<file path="config.mk">
export PLATFORM = sky130hd
export DESIGN_NAME = vector_chunk_alu
export DESIGN_NICKNAME = d
export VERILOG_FILES = /design/src/rtl/vector_alu_pkg.sv /design/src/rtl/vector_lane_op.sv /design/src/rtl/vector_chunk_alu.sv
export SDC_FILE = /design/constraint.sdc
export NUM_CORES = 2
export LEC_CHECK = 0
export CAP_MARGIN = 20
export CORE_AREA = 10 10 605 607
export CTS_BUF_LIST = sky130_fd_sc_hd__clkbuf_8
export DETAILED_ROUTE_END_ITERATION = 10
export DIE_AREA = 0 0 615 617
export GPL_ROUTABILITY_DRIVEN = 0
export GPL_TIMING_DRIVEN = 0
export HOLD_SLACK_MARGIN = 0.06
export MAX_ROUTING_LAYER = met4
export PLACE_DENSITY = 0.45
export SETUP_SLACK_MARGIN = 0.15
export SYNTH_ARGS = -nofsm -noshare
export SYNTH_HDL_FRONTEND = slang
export SYNTH_SLANG_ARGS = --single-unit
</file>
<file path="constraint.sdc">
create_clock -name clk -period 38.7 [get_ports clk]
set_input_delay 3.87 -clock clk [delete_from_list [all_inputs] [get_ports clk]]
set_output_delay 3.87 -clock clk [all_outputs]
set_load 0.05 [all_outputs]
</file>
<file path="src/rtl/vector_alu_pkg.sv">
// Shared types for the chunked vector ALU: operation codes, FSM states and a
// small ceiling-division helper used to derive the chunk count from a length.
package vector_alu_pkg;

  typedef enum logic [2:0] {
    OP_ADD = 3'd0,
    OP_SUB = 3'd1,
    OP_MUL = 3'd2,
    OP_CMP = 3'd3,
    OP_AND = 3'd4,
    OP_OR  = 3'd5,
    OP_XOR = 3'd6,
    OP_NOT = 3'd7
  } op_e;

  typedef enum logic [1:0] {
    ST_IDLE = 2'd0,
    ST_RUN  = 2'd1,
    ST_DONE = 2'd2
  } state_e;

  function automatic int ceil_div(input int num, input int den);
    return (num + den - 1) / den;
  endfunction

endpackage

</file>
<file path="src/rtl/vector_lane_op.sv">
// One combinational element lane: result = op(a, b).
// With VECTOR_ALU_SAT_EN defined, add/sub clamp as signed and mul clamps unsigned.
module vector_lane_op
  import vector_alu_pkg::*;
#(
  parameter int BITS       = 8,
  parameter int MULT_SHIFT = 0
) (
  input  logic [BITS-1:0] a_i,
  input  logic [BITS-1:0] b_i,
  input  op_e             op_i,
  output logic [BITS-1:0] result_o
);

  logic [2*BITS-1:0] prod_full;
  logic              a_gt_b;

  assign prod_full = {{BITS{1'b0}}, a_i} * {{BITS{1'b0}}, b_i};
  assign a_gt_b    = $signed(a_i) > $signed(b_i);

`ifdef VECTOR_ALU_SAT_EN
  // One guard bit holds the exact signed sum/difference, so overflow is a
  // disagreement between the guard bit and the element sign bit.
  logic [BITS:0]     sum_ext;
  logic [BITS:0]     diff_ext;
  logic [2*BITS-1:0] prod_shift;

  assign sum_ext    = {a_i[BITS-1], a_i} + {b_i[BITS-1], b_i};
  assign diff_ext   = {a_i[BITS-1], a_i} - {b_i[BITS-1], b_i};
  assign prod_shift = prod_full >> MULT_SHIFT;

  function automatic logic [BITS-1:0] clamp_signed(input logic [BITS:0] v);
    if (v[BITS] != v[BITS-1]) begin
      return v[BITS] ? {1'b1, {(BITS-1){1'b0}}} : {1'b0, {(BITS-1){1'b1}}};
    end
    return v[BITS-1:0];
  endfunction
`else
  logic [BITS-1:0] sum_w;
  logic [BITS-1:0] diff_w;
  logic [BITS-1:0] prod_low;

  assign sum_w    = a_i + b_i;
  assign diff_w   = a_i - b_i;
  assign prod_low = BITS'(prod_full >> MULT_SHIFT);
`endif

  always_comb begin
    result_o = '0;
    case (op_i)
`ifdef VECTOR_ALU_SAT_EN
      OP_ADD: result_o = clamp_signed(sum_ext);
      OP_SUB: result_o = clamp_signed(diff_ext);
      OP_MUL: result_o = (|prod_shift[2*BITS-1:BITS]) ? {BITS{1'b1}} : prod_shift[BITS-1:0];
`else
      OP_ADD: result_o = sum_w;
      OP_SUB: result_o = diff_w;
      OP_MUL: result_o = prod_low;
`endif
      OP_CMP: begin
        if (a_gt_b)          result_o = {{(BITS-1){1'b0}}, 1'b1};
        else if (a_i == b_i) result_o = '0;
        else                 result_o = {BITS{1'b1}};
      end
      OP_AND: result_o = a_i & b_i;
      OP_OR:  result_o = a_i | b_i;
      OP_XOR: result_o = a_i ^ b_i;
      OP_NOT: result_o = ~a_i;
      default: result_o = '0;
    endcase
  end

endmodule

</file>
<file path="src/rtl/vector_chunk_alu.sv">
// Multi-cycle vector ALU: LANES elements per cycle behind start/busy/done,
// operands latched at start. Saturating arithmetic under VECTOR_ALU_SAT_EN.
module vector_chunk_alu
  import vector_alu_pkg::*;
#(
  parameter int BITS       = 8,
  parameter int N          = 64,
  parameter int LANES      = 8,
  parameter int LEN_W      = 8,
  parameter int MULT_SHIFT = 0
) (
  input  logic                     clk,
  input  logic                     rst_n,
  input  logic [N-1:0][BITS-1:0]   A,
  input  logic [LEN_W-1:0]         A_len,
  input  logic [N-1:0][BITS-1:0]   B,
  input  logic [LEN_W-1:0]         B_len,
  input  logic [BITS-1:0]          scalar,
  input  logic                     scalar_sel,
  input  logic [2:0]               op_sel,
  input  logic                     start,
  output logic                     busy,
  output logic                     done,
  output logic [N-1:0][BITS-1:0]   S,
  output logic [LEN_W-1:0]         S_len
);

  localparam int CHUNKS = N / LANES;
  localparam int CH_W   = $clog2(CHUNKS + 1);
  localparam int IDX_W  = (N > 1) ? $clog2(N) : 1;

  state_e                   state_q, state_d;
  logic [CH_W-1:0]          chunk_q, chunk_d;
  logic [N-1:0][BITS-1:0]   s_q, s_d;
  logic [LEN_W-1:0]         s_len_q, s_len_d;
  logic [N-1:0][BITS-1:0]   a_q, b_q;
  op_e                      op_q;

  logic [LEN_W-1:0]         raw_len, eff_len;
  logic                     start_accept;
  logic [BITS-1:0]          lane_a   [LANES];
  logic [BITS-1:0]          lane_b   [LANES];
  logic [BITS-1:0]          lane_res [LANES];

  always_comb begin
    raw_len = scalar_sel ? A_len : ((A_len > B_len) ? A_len : B_len);
    eff_len = raw_len;
    if (int'(raw_len) > N) eff_len = LEN_W'(N);
  end

  assign start_accept = (state_q == ST_IDLE) && start;

  // Operands only matter once captured, so they carry no reset.
  always_ff @(posedge clk) begin
    if (start_accept) begin
      a_q  <= A;
      op_q <= op_e'(op_sel);
      for (int i = 0; i < N; i++) begin
        b_q[i] <= scalar_sel ? scalar : B[i];
      end
    end
  end

  for (genvar gi = 0; gi < LANES; gi++) begin : g_lane
    assign lane_a[gi] = a_q[IDX_W'(int'(chunk_q) * LANES + gi)];
    assign lane_b[gi] = b_q[IDX_W'(int'(chunk_q) * LANES + gi)];

    vector_lane_op #(
      .BITS       (BITS),
      .MULT_SHIFT (MULT_SHIFT)
    ) u_lane (
      .a_i      (lane_a[gi]),
      .b_i      (lane_b[gi]),
      .op_i     (op_q),
      .result_o (lane_res[gi])
    );
  end

  always_comb begin
    state_d = state_q;
    chunk_d = chunk_q;
    s_d     = s_q;
    s_len_d = s_len_q;
    case (state_q)
      ST_IDLE: begin
        if (start) begin
          s_d     = '0;
          s_len_d = eff_len;
          chunk_d = '0;
          state_d = (eff_len == '0) ? ST_DONE : ST_RUN;
        end
      end
      ST_RUN: begin
        // Tail lanes past the result length are forced to zero.
        for (int j = 0; j < LANES; j++) begin
          if (int'(chunk_q) * LANES + j < int'(s_len_q))
            s_d[IDX_W'(int'(chunk_q) * LANES + j)] = lane_res[j];
          else
            s_d[IDX_W'(int'(chunk_q) * LANES + j)] = '0;
        end
        chunk_d = chunk_q + 1'b1;
        if (int'(chunk_q) == ceil_div(int'(s_len_q), LANES) - 1) state_d = ST_DONE;
      end
      ST_DONE: state_d = ST_IDLE;
      default: state_d = ST_IDLE;
    endcase
  end

  always_ff @(posedge clk or negedge rst_n) begin
    if (!rst_n) begin
      state_q <= ST_IDLE;
      chunk_q <= '0;
      s_q     <= '0;
      s_len_q <= '0;
    end else begin
      state_q <= state_d;
      chunk_q <= chunk_d;
      s_q     <= s_d;
      s_len_q <= s_len_d;
    end
  end

  assign busy  = (state_q != ST_IDLE);
  assign done  = (state_q == ST_DONE);
  assign S     = s_q;
  assign S_len = s_len_q;

endmodule

</file>
Word level (Yosys, flattened, before mapping)
Cells that the tools add are included.
Word-level totals
  register bits: 1553
  output and inout bits: 522
Operators by class
  multiply operators: 8
  reductions and logical operators: 18
  equality and inequality tests: 20
  $add $sub $neg: 28
  $lt $le $gt $ge: 34
  bitwise logic cells: 49
  muxes and demuxes: 186
Operators with widths (number)
  512-bit two-way mux: 16
  512-bit AND: 8
  512-bit bitwise mux: 8
  512-bit NOT: 7
  512-bit case mux with 2 select lines: 1
  8-bit two-way mux: 123
  8-bit binary-select mux with 6-bit select: 14
  456-bit NOT with 512-bit output: 1
  8-bit case mux with 8 select lines: 8
  8-bit demux with 6-bit select: 7
  32-bit by 9-bit less-than comparator with 1-bit output: 7
  8-bit greater-than comparator: 9
  8-bit adder: 8
  8-bit AND: 8
  8-bit == test: 8
  6-bit by 8-bit less-than comparator with 1-bit output, second input constant: 8
  8-bit by 8-bit multiplier with 8-bit output: 8
  8-bit NOT: 8
  8-bit OR: 8
  8-bit subtractor: 8
  8-bit bitwise XOR: 8
  8-bit binary-select mux with 3-bit select: 2
  6-bit by 1-bit >= comparator with 1-bit output, second input constant: 8
  32-bit by 1-bit adder with 32-bit output: 1
  29 further kinds: 51

Depth between registers and ports, before layout
  word-level depth: 31
  depth in mapped cells: 29
  gate-level depth less buffers: 23

By module
A second synthesis with hierarchy kept.
Second synthesis, totals
  cells, all modules: 6731
  area total of the unflattened synthesis: 78256.3 um^2
By module, submodules not included
  vector_chunk_alu: cells each 4492, times used 1, seq. area each 44002.2 um^2, area an instance 61610.3 um^2
  vector_lane_op (g_lane[0].u_lane ...): cells each 280, times used 6, seq. area each 0.0 um^2, area an instance 2082.0 um^2
  vector_lane_op (g_lane[6].u_lane): cells each 279, times used 1, seq. area each 0.0 um^2, area an instance 2085.8 um^2
  vector_lane_op (g_lane[7].u_lane): cells each 280, times used 1, seq. area each 0.0 um^2, area an instance 2068.2 um^2

Worst setup path before layout
Ideal clock, no wire load.
  kind: input-to-reg
  start: input port start
  end: register s_len_q[2] (netlist: S_len[2])
  data arrival time: 37383 ps
  path slack: 1125 ps
  required time: 38508 ps
  buffers on the path: 1
  setup time: 192 ps
  stages on the path: 5
  path through: nand2_1 -> inv_1 -> clkbuf_1 -> o21ai_0 -> o21ai_0
On the way
  word-level cells in the longest chain between the ends: 1
Ends and longest elaborated chain
  start, declared: RTL line vector_chunk_alu.sv:21  | input logic start,
  2-bit AND reduction (no source line)
  end signal, assigned: RTL line vector_chunk_alu.sv:119  | s_len_q <= s_len_d;
  end, declared: RTL line vector_chunk_alu.sv:35  | logic [LEN_W-1:0] s_len_q, s_len_d;
Every way passes these cells.
A chain may end at the register's enable or synchronous reset.

Worst setup path after layout
  start: register chunk_q[0]
  end: register s_q (netlist bit S[231])
On the way
  word-level cells in the longest chain between the ends: 31
  elaborated cells on any way between the ends: 232
  classes of those cells: add/sub (23); mul (8); order compare (30); eq/ne (8); mux (110); bitwise (46); reduce/logical (7)
Ends and longest elaborated chain
  start, declared: RTL line vector_chunk_alu.sv:33  | logic [CH_W-1:0] chunk_q, chunk_d;
  start signal, assigned: RTL line vector_chunk_alu.sv:117  | chunk_q <= chunk_d;
  parallel branches: the longest is 29 deep, another holds 7-bit by 1-bit adder with 8-bit output
  512-bit two-way mux *: RTL line vector_chunk_alu.sv:96  | if (int'(chunk_q) * LANES + j < int'(s_len_q))
  512-bit case mux with 2 select lines *: RTL line vector_chunk_alu.sv:84  | case (state_q)
  end signal, assigned: RTL line vector_chunk_alu.sv:113  | s_q <= '0;
  end signal, assigned: RTL line vector_chunk_alu.sv:118  | s_q <= s_d;
  end, declared: RTL line vector_chunk_alu.sv:34  | logic [N-1:0][BITS-1:0] s_q, s_d;
Every way passes the cells marked *. The select of a mux whose other input is x is not followed.

==> flow_metrics.py <==
metrics = {
    "final_layout": {
        "fin_area_um2": 109000,
        "final_layout_size_suffix_gt1_share_pct": 10.5,
        "area.growth.synth_to_final_pct": 38.8,
        "postLayoutCoreUtil_pct": 30.7,
        "fin_nets": 10200,
    },
    "logic_synthesis": {
        "yosysUniqueCellTypes": 88,
        "synth.net_count": 8139,
        "postSynth.asyncResetShare_pct": 33.9,
        "yosysSeqAreaShare_pct": 56.2,
        "yosysTopAreaCellShare_pct": 39.4,
        "avgSynthCellArea_um2": 11.8,
        "postSynth.topFlopCell": "sky130_fd_sc_hd__edfxtp_1",
        "syn_area_um2": 78200,
        "synth_cells": 6635,
        "ys_ff_latch": 1553,
        "synth.top_cells.by_area": "sky130_fd_sc_hd__edfxtp_1, sky130_fd_sc_hd__dfrtp_1, sky130_fd_sc_hd__ha_1",
        "ys_warn_count": 0,
        "synth-edff-count": 1027,
        "synth_largest_area_cell": "sky130_fd_sc_hd__edfxtp_1",
    },
    "grt": {
        "grt.total_usage_pct": 26.9,
        "first_global_vias": 68400,
        "grt_start_max_net_pins": 125,
        "antenna_found_initial": 190,
        "wire_length_of_the_first_global_routing_pass_mm": 671,
        "gr-total-overflow": 0,
    },
    "worst_setup_path": {
        "timing.critical_path.arrival_ns": 10.90,
        "timing.critical_path.from_type": "register",
        "cp_max_fo": 10,
        "path_class": "register to register",
        "worstPathRequired_ns": 39.64,
        "critical_path.endpoint_type": "register",
    },
    "clocking": {
        "worst_skew_pair.late_latency_ns": 1.12,
        "clock_tree.buffer_depth": 4,
        "post-cts-setup-buffers": 0,
        "cts.reportedPaths.clkPinSlew_ns": 0.06,
        "cts.htree.levels": 5,
        "cts_root_buf": "sky130_fd_sc_hd__clkbuf_8",
        "cts_resized": 0,
        "cts_buffers": 300,
        "clock_sink_count": 1553,
        "cts.hold.buffers_added": 0,
        "cts_tree": "done",
    },
    "timing": {
        "fin_skew_ns": 0.145,
        "timing.slew.headroom_pct": 7.77,
        "final_hold_viol_count": 0,
        "worst-slew-pin-transition_ns": 1.38,
        "post-route-period-util_pct": 25.8,
        "max_clock_freq_ghz": 0.100,
        "timing.hold.ws_ns": 0.480,
        "setup_viol_count_final": 0,
        "post-route-min-period_ns": 9.97,
        "final.setup.tns_ns": 0,
        "drv_slew": 0,
        "rsz0062_at_grt": "false",
    },
    "drt": {
        "number_of_iterations_in_the_first_detailed_routing_pass": 8,
        "dr.first_iter.drc_count": 9426,
        "final_ant_viol_nets": 0,
        "wl_per_cell_um": 37.9,
        "postRouteWirelength_mm": 522,
        "detail_route.drc_violations": 0,
        "detailroute.via_count": 68300,
        "vias_per_cell": 4.96,
    },
    "place": {
        "hpwlAfterDp_mm": 422,
        "buffer_ports.inserted": 1575,
        "post_dp_cell_area_um2": 102000,
    },
    "floorplanning": {
        "die_area_um2": 379000,
        "die_h_um": 617,
        "ioPinCount": 1577,
        "core.rowCount": 219,
        "die-width_um": 615,
        "core-area_um2": 354000,
        "start_util_pct": 22.1,
    },
    "flow_run": {
        "cap_violations": 0,
    },
    "outcome": {
        "status": "completed",
    },
    "worst_hold_path": {
        "hp-class": "register to register",
    },
}
==> cell usage after synthesis (59+ instances only) <==
cell	count
sky130_fd_sc_hd__ha_1	337
sky130_fd_sc_hd__fa_1	112
sky130_fd_sc_hd__clkbuf_1	261
sky130_fd_sc_hd__a22o_1	152
sky130_fd_sc_hd__mux2_2	75
sky130_fd_sc_hd__inv_1	937
sky130_fd_sc_hd__a21oi_1	215
sky130_fd_sc_hd__nand2_1	341
sky130_fd_sc_hd__nor2_1	326
sky130_fd_sc_hd__o21ai_0	777
sky130_fd_sc_hd__and2_1	277
sky130_fd_sc_hd__buf_2	83
sky130_fd_sc_hd__mux2i_1	59
sky130_fd_sc_hd__mux4_2	100
sky130_fd_sc_hd__a221oi_1	233
sky130_fd_sc_hd__dfrtp_1	526
sky130_fd_sc_hd__xnor2_1	138
sky130_fd_sc_hd__edfxtp_1	1027
==> flip-flops by register name, summed over array words and instances (netlist names) <==
name / flops
S: 512
chunk_q: 4
op_q: 3
a_q: 512
b_q: 512
S_len: 8
state_q: 2
==> critical path: stages (launching register included) <==
cell,delay (ns)
sky130_fd_sc_hd__dfrtp_1,0.41
sky130_fd_sc_hd__buf_2,0.57
sky130_fd_sc_hd__buf_4,0.38
sky130_fd_sc_hd__buf_6,0.33
sky130_fd_sc_hd__buf_4,0.32
sky130_fd_sc_hd__buf_4,0.48
sky130_fd_sc_hd__buf_2,0.83
sky130_fd_sc_hd__buf_2,0.84
sky130_fd_sc_hd__buf_2,0.61
sky130_fd_sc_hd__a21oi_1,0.30
sky130_fd_sc_hd__nor2_1,0.56
sky130_fd_sc_hd__nor2_1,0.12
sky130_fd_sc_hd__ha_1,0.32
sky130_fd_sc_hd__ha_1,0.29
sky130_fd_sc_hd__inv_1,0.06
sky130_fd_sc_hd__fa_1,0.50
sky130_fd_sc_hd__fa_1,0.55
sky130_fd_sc_hd__inv_1,0.05
sky130_fd_sc_hd__ha_1,0.32
sky130_fd_sc_hd__a21oi_1,0.21
sky130_fd_sc_hd__xnor2_1,0.11
sky130_fd_sc_hd__xnor2_1,0.26
sky130_fd_sc_hd__xnor3_1,0.35
sky130_fd_sc_hd__nor2_1,0.14
sky130_fd_sc_hd__o31a_1,0.59
sky130_fd_sc_hd__a22o_1,0.23
==> worst paths after layout <==
path	from	to	slack, ns	cells past startpoint
setup / recovery	chunk_q[0]$_DFFE_PN0P_	S[231]$_DFFE_PN0P_	28.73	25
hold / removal	S[326]$_DFFE_PN0P_	S[326]$_DFFE_PN0P_	0.48	1
setup reg to reg	chunk_q[0]$_DFFE_PN0P_	S[231]$_DFFE_PN0P_	28.73	25
hold reg to reg	S[326]$_DFFE_PN0P_	S[326]$_DFFE_PN0P_	0.48	1
max in group asynchronous	rst_n	S[317]$_DFFE_PN0P_	33.61	4
min in group asynchronous	rst_n	S[415]$_DFFE_PN0P_	2.89	1
==> final cells by class <==
cell class | count | area [µm²]
plain buffers | 416 | 1900
multi-input cells | 3725 | 29000
clock buffers | 316 | 4350
repair buffers | 1731 | 18200
clock inverters | 203 | 1400
inverters | 941 | 3530
well taps | 4751 | 5940
fillers | 36500 | 246000
flip-flops and latches | 1553 | 44000
diodes | 120 | 300
==> layer usage <==
layer / part of all wire [%] / GRT usage (%) / vias up
met4: 7.0 / 14.7 / 0
li1: - / - / 27800
met2: 48 / 44.7 / 4855
met1: 37 / 30.2 / 34400
met5: 0 / - / -
met3: 8.2 / 5.94 / 1253
==> per-stage QoR <==
stage | cells | worst slack, ns
floorplan | 6635 | 1.13
global placement | 13000 | -22.04
detailed placement | 13100 | 28.88
CTS | 13600 | 28.80
global route | 13700 | 28.61
finish | 13800 | 28.73
==> cell families (layout without fill, tap and decap cells) <==
kind of cell / after synthesis / count (layout) / synth area share (%)
AOI/OAI and AO/OA: 1742 / 1742 / 14.5
xor gates and xnor gates: 195 / 195 / 2.57
adders and majority gates: 449 / 449 / 8.26
buffers and inverters: 1357 / 3607 / 6.93
DFF: 1553 / 1553 / 56.2
muxes: 239 / 239 / 4.79
other: 0 / 120 / 0
and+or+nand+nor: 1100 / 1100 / 6.67
==> cells in the final DEF (no fill, tap or decap), types with 22 or more instances in the layout <==
cell type                         instances
sky130_fd_sc_hd__clkdlybuf4s50_1       1574
sky130_fd_sc_hd__buf_6                   62
sky130_fd_sc_hd__nand3_1                 30
sky130_fd_sc_hd__nor2_1                 325
sky130_fd_sc_hd__a21oi_1                213
sky130_fd_sc_hd__xor2_1                  35
sky130_fd_sc_hd__buf_8                   39
sky130_fd_sc_hd__clkinv_1                46
sky130_fd_sc_hd__mux2_2                  75
sky130_fd_sc_hd__clkinv_2                34
sky130_fd_sc_hd__ha_1                   337
sky130_fd_sc_hd__clkbuf_1               254
sky130_fd_sc_hd__edfxtp_1              1027
sky130_fd_sc_hd__o21bai_1                29
sky130_fd_sc_hd__a21o_1                  41
sky130_fd_sc_hd__o21ai_0                764
sky130_fd_sc_hd__nor2b_1                 22
sky130_fd_sc_hd__a22o_1                 152
sky130_fd_sc_hd__buf_4                   62
sky130_fd_sc_hd__mux4_2                 100
sky130_fd_sc_hd__nand2b_1                33
sky130_fd_sc_hd__and2_1                 277
sky130_fd_sc_hd__a22oi_1                 52
sky130_fd_sc_hd__inv_1                 1016
sky130_fd_sc_hd__buf_2                   85
sky130_fd_sc_hd__a221oi_1               228
sky130_fd_sc_hd__xnor2_1                138
sky130_fd_sc_hd__fa_1                   112
sky130_fd_sc_hd__mux2i_1                 49
sky130_fd_sc_hd__diode_2                120
sky130_fd_sc_hd__clkbuf_8               316
sky130_fd_sc_hd__a211oi_1                22
sky130_fd_sc_hd__nand2_1                341
sky130_fd_sc_hd__buf_1                   23
sky130_fd_sc_hd__o22a_1                  53
sky130_fd_sc_hd__buf_16                  39
sky130_fd_sc_hd__a221o_1                 26
sky130_fd_sc_hd__dfrtp_1                526
Power is left out: the tool's default activity adds up to more than one toggle a clock period on the data nets, which glitch-free logic cannot reach.
